<file path="config.mk">
export PLATFORM = sky130hd
export DESIGN_NAME = uart_rx_os16
export DESIGN_NICKNAME = d
export VERILOG_FILES = /design/src/rtl/uart_pkg.sv /design/src/rtl/uart_baud_tick.sv /design/src/rtl/uart_rx_os16.sv
export SDC_FILE = /design/constraint.sdc
export NUM_CORES = 1
export LEC_CHECK = 0
export CAP_MARGIN = 20
export CORE_ASPECT_RATIO = 2
export CORE_MARGIN = 10
export CORE_UTILIZATION = 35
export DETAILED_ROUTE_END_ITERATION = 16
export SLEW_MARGIN = 20
export SYNTH_ARGS = -nofsm -noshare
export SYNTH_HDL_FRONTEND = slang
export SYNTH_SLANG_ARGS = --single-unit
</file>
<file path="constraint.sdc">
create_clock -name hclk -period 3.3 [get_ports hclk]
set_clock_uncertainty 0.15 [all_clocks]
set_input_delay 0.66 -clock hclk [delete_from_list [all_inputs] [get_ports hclk]]
set_output_delay 0.66 -clock hclk [all_outputs]
set_load 0.01 [all_outputs]
</file>
<file path="src/rtl/uart_pkg.sv">
// Shared definitions for the 16x-oversampling UART receiver: FSM encoding,
// oversample positions and the bit-vote helper.
package uart_pkg;

   typedef enum logic [2:0] {
      ST_IDLE   = 3'd0,
      ST_START  = 3'd1,
      ST_DATA   = 3'd2,
      ST_PARITY = 3'd3,
      ST_STOP   = 3'd4
   } state_e;

   localparam int OS_RATE = 16;
   localparam int OS_W    = $clog2(OS_RATE);

   localparam logic [OS_W-1:0] SAMPLE_A = 4'd6;
   localparam logic [OS_W-1:0] SAMPLE_B = 4'd7;
   localparam logic [OS_W-1:0] SAMPLE_C = 4'd8;
   localparam logic [OS_W-1:0] BIT_END  = 4'd15;

   function automatic logic majority3(input logic a, input logic b, input logic c);
      return (a & b) | (a & c) | (b & c);
   endfunction

endpackage

</file>
<file path="src/rtl/uart_baud_tick.sv">
// Oversample tick generator: counts 0..div_i and pulses tick_o on the terminal
// count; clr_i restarts the count so a frame's first tick is aligned to its start edge.
module uart_baud_tick #(
   parameter int DIV_W = 16
) (
   input  logic             hclk,
   input  logic             hresetn,
   input  logic             clr_i,
   input  logic [DIV_W-1:0] div_i,
   output logic             tick_o
);

   logic [DIV_W-1:0] div_cnt_q, div_cnt_d;

   always_comb begin
      tick_o    = 1'b0;
      div_cnt_d = div_cnt_q;
      if (clr_i) begin
         div_cnt_d = '0;
      end else if (div_cnt_q == div_i) begin
         div_cnt_d = '0;
         tick_o    = 1'b1;
      end else begin
         div_cnt_d = div_cnt_q + DIV_W'(1);
      end
   end

   always_ff @(posedge hclk or negedge hresetn) begin
      if (!hresetn) div_cnt_q <= '0;
      else          div_cnt_q <= div_cnt_d;
   end

endmodule

</file>
<file path="src/rtl/uart_rx_os16.sv">
// 16x-oversampling UART receiver: synchronises rx, votes each bit over three
// mid-bit samples, checks parity/stop and emits one write strobe or error pulse per frame.
module uart_rx_os16
   import uart_pkg::*;
#(
   parameter int DIV_W       = 16,
   parameter int SYNC_STAGES = 2
) (
   input  logic             hclk,
   input  logic             hresetn,
   input  logic             rx,
   input  logic [DIV_W-1:0] baud_div_i,
   input  logic             parity_en_i,
   input  logic             parity_odd_i,
   input  logic             full_i,
   output logic [7:0]       data_o,
   output logic             we_o,
   output logic             frame_err_o,
   output logic             parity_err_o,
   output logic             overrun_o,
   output logic             busy_o,
   output logic [2:0]       dbg_state_o
);

   // we_o is a push-only strobe: one hclk wide, data_o valid with it; the FIFO
   // has no ready, so full_i is honoured by dropping the byte and pulsing overrun_o.

   logic [SYNC_STAGES-1:0] sync_q, sync_d;
   logic                   rx_prev_q;
   state_e                 state_q, state_d;
   logic [DIV_W-1:0]       div_q, div_d;
   logic                   par_en_q, par_en_d, par_odd_q, par_odd_d;
   logic [OS_W-1:0]        s_cnt_q, s_cnt_d;
   logic [2:0]             bit_idx_q, bit_idx_d;
   logic [7:0]             shreg_q, shreg_d, data_q, data_d;
   logic                   smp_a_q, smp_a_d, smp_b_q, smp_b_d;
   logic                   perr_q, perr_d;
   logic                   we_q, we_d, fe_q, fe_d, pe_q, pe_d, ov_q, ov_d;

   logic rx_s, start_edge, tick, voted, mid_tick, end_tick, div_clr;

   assign sync_d     = {sync_q[SYNC_STAGES-2:0], rx};
   assign rx_s       = sync_q[SYNC_STAGES-1];
   assign start_edge = rx_prev_q & ~rx_s;
   assign voted      = majority3(smp_a_q, smp_b_q, rx_s);
   assign mid_tick   = tick && (s_cnt_q == SAMPLE_C);
   assign end_tick   = tick && (s_cnt_q == BIT_END);
   assign div_clr    = (state_q == ST_IDLE) && start_edge;

   uart_baud_tick #(.DIV_W(DIV_W)) u_baud_tick (
      .hclk    (hclk),
      .hresetn (hresetn),
      .clr_i   (div_clr),
      .div_i   (div_q),
      .tick_o  (tick)
   );

   always_ff @(posedge hclk or negedge hresetn) begin
      if (!hresetn) begin
         sync_q    <= '1;
         rx_prev_q <= 1'b1;
         state_q   <= ST_IDLE;
         div_q     <= '0;
         par_en_q  <= 1'b0;
         par_odd_q <= 1'b0;
         s_cnt_q   <= '0;
         bit_idx_q <= '0;
         shreg_q   <= '0;
         smp_a_q   <= 1'b0;
         smp_b_q   <= 1'b0;
         perr_q    <= 1'b0;
         data_q    <= '0;
         we_q      <= 1'b0;
         fe_q      <= 1'b0;
         pe_q      <= 1'b0;
         ov_q      <= 1'b0;
      end else begin
         sync_q    <= sync_d;
         rx_prev_q <= rx_s;
         state_q   <= state_d;
         div_q     <= div_d;
         par_en_q  <= par_en_d;
         par_odd_q <= par_odd_d;
         s_cnt_q   <= s_cnt_d;
         bit_idx_q <= bit_idx_d;
         shreg_q   <= shreg_d;
         smp_a_q   <= smp_a_d;
         smp_b_q   <= smp_b_d;
         perr_q    <= perr_d;
         data_q    <= data_d;
         we_q      <= we_d;
         fe_q      <= fe_d;
         pe_q      <= pe_d;
         ov_q      <= ov_d;
      end
   end

   always_comb begin
      state_d = state_q;
      case (state_q)
         ST_IDLE:   if (start_edge) state_d = ST_START;
         ST_START: begin
            if (mid_tick && voted) state_d = ST_IDLE;
            else if (end_tick)     state_d = ST_DATA;
         end
         ST_DATA:   if (end_tick && (bit_idx_q == 3'd7)) state_d = par_en_q ? ST_PARITY : ST_STOP;
         ST_PARITY: if (end_tick) state_d = ST_STOP;
         // Leaving at mid-stop leaves half a bit to catch a back-to-back start edge.
         ST_STOP:   if (mid_tick) state_d = ST_IDLE;
         default:   state_d = ST_IDLE;
      endcase
   end

   always_comb begin
      div_d     = div_q;
      par_en_d  = par_en_q;
      par_odd_d = par_odd_q;
      s_cnt_d   = s_cnt_q;
      bit_idx_d = bit_idx_q;
      shreg_d   = shreg_q;
      smp_a_d   = smp_a_q;
      smp_b_d   = smp_b_q;
      perr_d    = perr_q;
      data_d    = data_q;
      we_d      = 1'b0;
      fe_d      = 1'b0;
      pe_d      = 1'b0;
      ov_d      = 1'b0;

      if (div_clr) begin
         div_d     = baud_div_i;
         par_en_d  = parity_en_i;
         par_odd_d = parity_odd_i;
         s_cnt_d   = '0;
         perr_d    = 1'b0;
      end else if ((state_q != ST_IDLE) && tick) begin
         s_cnt_d = s_cnt_q + OS_W'(1);
         if (s_cnt_q == SAMPLE_A) smp_a_d = rx_s;
         if (s_cnt_q == SAMPLE_B) smp_b_d = rx_s;
      end

      case (state_q)
         ST_START: if (end_tick) bit_idx_d = '0;
         ST_DATA: begin
            if (mid_tick) shreg_d = {voted, shreg_q[7:1]};
            if (end_tick) bit_idx_d = bit_idx_q + 3'd1;
         end
         ST_PARITY: if (mid_tick) perr_d = (^shreg_q) ^ voted ^ par_odd_q;
         // Frame error outranks parity, which outranks overrun: one pulse at most.
         ST_STOP: begin
            if (mid_tick) begin
               if (!voted)      fe_d = 1'b1;
               else if (perr_q) pe_d = 1'b1;
               else if (full_i) ov_d = 1'b1;
               else begin
                  we_d   = 1'b1;
                  data_d = shreg_q;
               end
            end
         end
         default: ;
      endcase
   end

   assign data_o       = data_q;
   assign we_o         = we_q;
   assign frame_err_o  = fe_q;
   assign parity_err_o = pe_q;
   assign overrun_o    = ov_q;
   assign busy_o       = (state_q != ST_IDLE);
   assign dbg_state_o  = state_q;

endmodule

</file>
==> results of run 1 <==
final cells by class:
type	instances	area, um^2	area share (%)
clock inverter	3	42.5	1.01
multi-input combinational	195	1580	37.5
inverter	7	26.3	0.622
clock buffer	13	260	6.16
timing repair buffer	40	388	9.19
tap	132	165	3.91
sequential	70	1760	41.6
path summary, 6_finish.rpt:
check / from / to / slack [ns] / depth (start not counted)
max: dbg_state_o[1] / busy_o / 0.56 / 3
min: hresetn / u_baud_tick.div_cnt_q[7] / 0.12 / 1
max reg2reg: u_baud_tick.div_cnt_q[8] / data_o[0] / 0.62 / 5
min reg2reg: sync_q[0] / sync_q[1] / 0.20 / 0
max in group asynchronous: hresetn / sync_q[0] / 2.10 / 2
min in group hclk: sync_q[0] / sync_q[1] / 0.20 / 0
worst register-to-register path: cells and delay by family (launching register included):
kind | cells | cell delay, ns
multiplexers | 1 | 0.37
flip-flops | 1 | 0.46
AND/OR/NAND/NOR | 3 | 1.36
XOR/XNOR | 1 | 0.22
metrics by stage:
step | std cells | util, % | total power (uW) | area, um^2
after floorplan | 282 | - | 1280 | 3410
after global placement | 444 | 40.7 | 1380 | 3920
after detailed placement | 444 | 40.7 | 1390 | 3920
after CTS | 460 | 43.8 | 2370 | 4220
after global routing | 460 | 43.8 | 2450 | 4220
final | 460 | 43.8 | 2340 | 4220
sequential cells by signal, indices dropped and copies added (netlist names), 2 cells and up:
signal	flops
sync_q	2
bit_idx_q	3
div_q	16
shreg_q	8
s_cnt_q	4
u_baud_tick.div_cnt_q	16
data_o	8
dbg_state_o	3
logic make-up (layout without fill, tap and decap cells):
family / Yosys count / after routing
mux: 37 / 37
fa+ha+maj: 7 / 7
simple gates: 97 / 97
buf+inv: 17 / 63
flops: 70 / 70
xor+xnor: 39 / 39
compound gates: 15 / 15
power groups by stage:
stage	Combinational (uW)	Clock, uW	Sequential, uW
after floorplan	247	0	1030
after global placement	327	0	1060
after detailed placement	330	0	1060
after CTS	334	990	1050
after global routing	367	1030	1050
final	326	964	1040
metal layers:
metal / track usage, % / vias up / wire length, um
met5: 0 / - / 0
met4: 5.25 / 0 / 143
met3: 3.57 / 10 / 299
met2: 18.6 / 44 / 3950
met1: 9.44 / 1160 / 2600
li1: - / 1086 / -
placed cells by master, fill, tap and decap left out, types with 5 or more instances in the layout:
master           netlist  routed
nand2_1               12      12
nor4_1                 6       6
clkdlybuf4s50_1        0      36
dfrtp_1               67      67
xnor2_1               17      17
ha_1                   6       6
nand3_1               15      15
clkbuf_16              0       9
nor2_1                21      21
nor3_1                 6       6
xor2_1                22      22
and3_1                 5       5
mux2_4                 8       8
o21ai_0                6       6
inv_1                  6       6
mux2_2                27      27
==> reports/qor.yml, run 1 <==
critical_path_class: "reg2out"
crit_path_start_kind: "flip-flop"
seqPwrFrac_pct: 44.7
rows: 51
cts_hold_buf: 0
path_buf_inv: 2
setup_tns_ns: 0
clkPwrFrac_pct: 41.3
synth_cells: 282
yosysTopAreaCell: "dfrtp_1"
place_ws_ns: 0.598
routabilityCongestion: 0.768
synth-async-reset-ratio_pct: 100
diodes: 0
synthAdderAreaFrac_pct: 2.49
clk-insertion-delay-late_ns: 0.33
irDropWorstVdd_uv: 376
p_int_uw: 1740
dieArea_um2: 14300
worstMarginPinSlew_ns: 0.682
synth-xor-area-share_pct: 10.0
cp.required_ns: 2.49
power_density_nw_per_um2: 553
p_switching_uw: 598
synth-edff-count: 0
ys_seq_area_share_pct: 51.4
p_leak_uw: 0.00188
critical-path-top-delay-family: "buffers and inverters"
ys_top_cells_by_count: "dfrtp_1, mux2_2, xor2_1, nor2_1, xnor2_1"
slew_headroom_pct: 54.0
synth_top_area_share_pct: 49.1
synth_top_family_by_area: "simple AND/OR/NAND/NOR gates"
slowest_stage: "dfrtp_1"
drt_iter0_drc: 49
synth_compound_area_share_pct: 2.90
synth_mux_area_share_pct: 13.1
path_max_fanout: 14
fin_nets: 351
hpwlAfterDp_mm: 5.25
maxSlewViolCount: 0
p_sw_share_pct: 25.6
outcome: "finished, final reports clean"
combPwrFrac_pct: 14.0
arrival_ns: 1.93
overflow: 0
tritoncts: "done"
fill_cells: 936
postCtsSetupBuffers: 0
io_pins: 38
setup_viol: 0
wl_per_cell_um: 15.2
syn_to_final_growth_pct: 23.7
syn_area_per_cell_um2: 12.1
maxCapViolCount: 0
routed_wl_mm: 7.00
clock-sinks: 70
cts_resized: 0
antenna_found_initial: 0
synthDistinctLibCells: 47
track_usage_pct: 10.1
vias: 2300
h-tree-depth: 3
yosys_most_used_dff: "dfrtp_1"
layout-drive-gt1-share_pct: 20.7
synth-seq-cells: 70
drc: 0
endpoint_kind: "output pin"
hold_viol: 0
port_buffers: 37
cts_made_buffers: 9
ys_top_cells_by_area: "dfrtp_1, mux2_2, xor2_1"
cp_cell_sequence: "nor3_4 -> inv_2 -> clkdlybuf4s50_1"
clk_pin_slew_ns: 0.06
rsz0062_at_grt: "no"
cts-root-buf: "clkbuf_16"
synthesis.nets: 310
die_w_um: 89.8
die_h_um: 160
period_share_pct: 82.9
setup_slack_ns: 0.565
grt_max_degree: 29
via_per_inst: 5.00
first_global_vias: 2406
grt_pass1_wl_mm: 11.6
ant_nets: 0
max_freq_mhz: 366
drt-pass1-iter-count: 5
synth_most_common_cell: "dfrtp_1"
timing.hold.ws_ns: 0.120
post-route-min-period_ns: 2.74
cp_slowest_stage_delay_ns: 0.55
start_util_pct: 35.4
core-area_um2: 9640
synthSimpleGateAreaFrac_pct: 18.0
ys_warn_count: 0
cts.path.max_buffers: 2
hp-class: "in2async"
syn-cell-area_um2: 3410
No activity file was read; power rests on OpenSTA's default activity.
==> run 2, diff against run 1 <==
==> constraint.sdc (replaced) <==
create_clock -name hclk -period 2.5 [get_ports hclk]
set_clock_uncertainty 0.15 [all_clocks]
set_input_delay 0.5 -clock hclk [delete_from_list [all_inputs] [get_ports hclk]]
set_output_delay 0.5 -clock hclk [all_outputs]
set_load 0.01 [all_outputs]
==> reports/qor.yml, run 2 (same netlist as run 1, synthesis figures left out) <==
outcome: "finished, final reports clean"
power_density_nw_per_um2: 689
drc: 0
overflow: 0
hold_viol: 0
routed_wl_mm: 7.11
post-place-cells: 460
r2r-start: "u_baud_tick.div_cnt_q[13]"
layout-drive-gt1-share_pct: 25.7
arrival_ns: 2.47
max_freq_mhz: 416
tritoncts: "done"
setup_viol: 0
dpl_cell_area_um2: 4050
syn_to_final_growth_pct: 27.8
post-route-min-period_ns: 2.40
ant_nets: 0
fin_nets: 370
start_util_pct: 35.4
port_buffers: 37
cts.path.max_buffers: 2
h-tree-depth: 3
cts-root-buf: "clkbuf_16"
final_cell_mix: "dfrtp_1, clkdlybuf4s50_1, mux2_2"
critical_path_class: "reg2reg"
grt_max_degree: 71
first_global_vias: 2439
rows: 51
hp-class: "in2async"
hpwlAfterDp_mm: 5.35
clock-sinks: 70
wl_per_cell_um: 14.9
reg_top3: "div_q: 16 flops, u_baud_tick.div_cnt_q: 16 flops"
crit_path_start_kind: "flip-flop"
dieArea_um2: 14300
ff2ff_setup_slack_ns: 0.1
routabilityCongestion: 0.813
worstSetupStartpoint: "u_baud_tick.div_cnt_q[13]"
period_share_pct: 96.1
cts_hold_buf: 0
irDropWorstVdd_uv: 415
diodes: 0
track_usage_pct: 10.3
die_h_um: 160
fin_area_um2: 4360
via_per_inst: 4.86
setup_tns_ns: 0
endpoint_kind: "flip-flop"
io_pins: 38
grt_pass1_wl_mm: 12.0
die_w_um: 89.8
vias: 2321
maxSlewViolCount: 0
stdcell_count: 478
worstMarginPinSlew_ns: 0.518
maxCapViolCount: 0
slew_headroom_pct: 65.1
timing.hold.ws_ns: 0.0296
clk_pin_slew_ns: 0.05
r2r-end: "data_o[2]"
reg2regPathDepth: 6
path_max_fanout: 8
drt-pass1-iter-count: 4
antenna_found_initial: 0
layout_commonest_cell: "dfrtp_1"
core-area_um2: 9640
cp.required_ns: 2.56
p_leak_uw: 0.00196
drt_iter0_drc: 55
cts_made_buffers: 9
clk-insertion-delay-late_ns: 0.33
run 2: cell types whose count changed in the layout (fill, tap and decap cells not counted), sizes merged:
cell,previous run,this run
bufinv,1,0
clkbuf,13,12
clkinvlp,1,2
buf,4,23
run 2: per-stage QoR:
stage / util, % / total power (uW) / setup WS (ns)
after global placement: 42.0 / 1840 / 0.0720
after floorplan: - / 1690 / 0.101
after detailed placement: 42.0 / 1860 / 0.0297
after global routing: 45.3 / 3150 / -0.000397
after CTS: 45.0 / 3050 / 0.0216
final: 45.3 / 3010 / 0.0966
run 2: layout make-up:
cell class,instances,area (um^2)
clock inverters,3,20.0
well taps,132,165
inverters,7,26.3
clock buffers,12,256
repair buffers,59,547
multi-input cells,195,1590
flip-flops and latches,70,1760
fillers,907,5270
run 2: repair_timing:
item                                    4_1_cts  5_1_grt
pin swaps                                     1        3
hold endpoints to repair                      0        0
endpoints found under the setup margin        1       16
buffers inserted                              1        2
resized for setup                             0        3
run 2: power by group:
part / internal (uW) / switching, uW
logic: 235 / 232
registers: 1250 / 112
clock network: 718 / 456
run 2: how the worst max path moves through the flow:
stage | end | slack, ns
2_1_floorplan | data_o[0] | 0.10
3_3_place_gp | data_o[1] | 0.07
3_5_place_dp | data_o[1] | 0.03
4_1_cts | data_o[2] | 0.02
5_1_grt | data_o[7] | -0.0004
6_report | data_o[2] | 0.1
run 2: worst max-delay path, stage by stage, from the launching register on:
cell and delay (ns):
dfrtp_2 0.44, xor2_1 0.19, nor4_4 0.40, nand4_4 0.23, or3_1 0.39, buf_4 0.19, mux2_4 0.30
run 2: metal layers:
layer / global-route usage, % / share of wire, %
met3: 3.05 / 4.0
met2: 18.7 / 56
met1: 10.3 / 38
met5: 0 / 0
met4: 4.88 / 1.9
==> run 3, diff against run 2 <==
--- a/config.mk
+++ b/config.mk
@@ -5,11 +5,13 @@
 export SDC_FILE = /design/constraint.sdc
 export NUM_CORES = 1
 export LEC_CHECK = 0
-export CAP_MARGIN = 20
+export CAP_MARGIN = 10
 export CORE_ASPECT_RATIO = 2
 export CORE_MARGIN = 10
 export CORE_UTILIZATION = 35
+export CTS_CLUSTER_SIZE = 12
 export DETAILED_ROUTE_END_ITERATION = 16
+export RECOVER_POWER = 50
 export SLEW_MARGIN = 20
 export SYNTH_ARGS = -nofsm -noshare
 export SYNTH_HDL_FRONTEND = slang
==> reports/qor.yml, run 3 (same netlist as run 1, synthesis figures left out) <==
outcome: "finished, violations left"
violations: "capacitance limit, slew limit"
drc: 0
clk_pin_slew_ns: 0.05
path_max_fanout: 8
first_global_vias: 2439
ant_nets: 0
worstMarginPinSlew_ns: 1.71
overflow: 0
critical_path_class: "reg2reg"
drt_iter0_drc: 55
wl_per_cell_um: 14.9
vias: 2317
fill_cells: 913
antenna_found_initial: 0
period_share_pct: 96.1
layout-drive-gt1-share_pct: 24.9
drt-pass1-iter-count: 4
power_density_nw_per_um2: 692
worstSetupStartpoint: "u_baud_tick.div_cnt_q[13]"
cts.path.max_buffers: 2
cp.required_ns: 2.56
post-route-min-period_ns: 2.40
irDropWorstVdd_uv: 415
hpwlAfterDp_mm: 5.35
routed_wl_mm: 7.11
tritoncts: "done"
r2r-start: "u_baud_tick.div_cnt_q[13]"
grt_pass1_wl_mm: 12.0
maxCapViolCount: 1
crit_path_start_kind: "flip-flop"
die_h_um: 160
start_util_pct: 35.4
via_per_inst: 4.85
core-area_um2: 9640
clk-insertion-delay-late_ns: 0.33
die_w_um: 89.8
arrival_ns: 2.47
maxSlewViolCount: 71
hp-start: "sync_q[0]"
final_cell_mix: "dfrtp_1, clkdlybuf4s50_1, mux2_2"
hold_viol: 0
clock-sinks: 70
timing.hold.ws_ns: 0.205
fin_nets: 370
rows: 51
max_freq_mhz: 416
dieArea_um2: 14300
cts-root-buf: "clkbuf_16"
slew_headroom_pct: -13.8
h-tree-depth: 3
p_leak_uw: 0.00195
syn_to_final_growth_pct: 27.2
cts_made_buffers: 9
setup_viol: 0
track_usage_pct: 10.3
hp-class: "reg2reg"
endpoint_kind: "flip-flop"
layout_commonest_cell: "dfrtp_1"
setup_tns_ns: 0
port_buffers: 37
reg_top3: "div_q: 16 flops, u_baud_tick.div_cnt_q: 16 flops"
diodes: 0
grt_max_degree: 71
io_pins: 38
routabilityCongestion: 0.813
## run 3: power by group
group / switching (uW) / total [uW] / leakage, uW / internal [uW]
clock network: 456 / 1170 / 0.000131 / 718
logic: 231 / 463 / 0.000897 / 232
registers: 112 / 1360 / 0.000921 / 1250
total: 800 / 3000 / 0.00195 / 2200
## run 3: worst max-delay path, cell delays in order, from the launching register on
cell,delay [ns]
dfrtp_2,0.44
xor2_1,0.19
nor4_4,0.40
nand4_4,0.23
or3_1,0.39
buf_4,0.19
mux2_4,0.30
## run 3: area by class of cell
class                      instances  area, um^2  share of cell area (%)
sequential                        70        1760                    40.5
multi-input combinational        195        1590                    36.6
timing repair buffer              59         524                    12.1
clock buffer                      12         256                    5.91
tap                              132         165                    3.81
inverter                           7        26.3                   0.606
clock inverter                     3        20.0                   0.461
## run 3: per-stage QoR
| stage | std cells | total power, uW | instance area (um^2) | setup slack [ns] | util [%] |
|---|---|---|---|---|---|
| global route | 478 | 3150 | 4340 | -0.000397 | 45.0 |
| finish | 478 | 3000 | 4340 | 0.0966 | 45.0 |
| CTS | 476 | 3050 | 4340 | 0.0216 | 45.0 |
| global placement | 460 | 1840 | 4050 | 0.0720 | 42.0 |
| detailed placement | 460 | 1860 | 4050 | 0.0297 | 42.0 |
| floorplan | 282 | 1690 | 3410 | 0.101 | - |
## run 3: final timing paths
path,cells after the start,end,slack (ns)
min in group asynchronous,2,u_baud_tick.div_cnt_q[4],0.55
worst max-delay path,6,data_o[2],0.1
max in group asynchronous,2,u_baud_tick.div_cnt_q[13],0.50
worst min-delay path,0,sync_q[1],0.21
worst min register to register,0,sync_q[1],0.21
worst max register to register,6,data_o[2],0.1
## run 3: routing by layer
metal	share of wire (%)	routed length (um)	vias up	global-route usage (%)
met3	4.0	286	9	3.05
met2	56	4000	42	18.7
met1	38	2690	1148	10.3
li1	-	-	1118	-
met4	1.9	136	0	4.88
met5	0	0	-	0
## run 3: what timing repair did
item / in CTS / in global routing
endpoints found under the setup margin: 1 / 16
hold buffers: 0 / 0
gates cloned: 0 / 0
gates resized for setup: 0 / 3
pin swaps: 1 / 3
setup buffers: 1 / 2
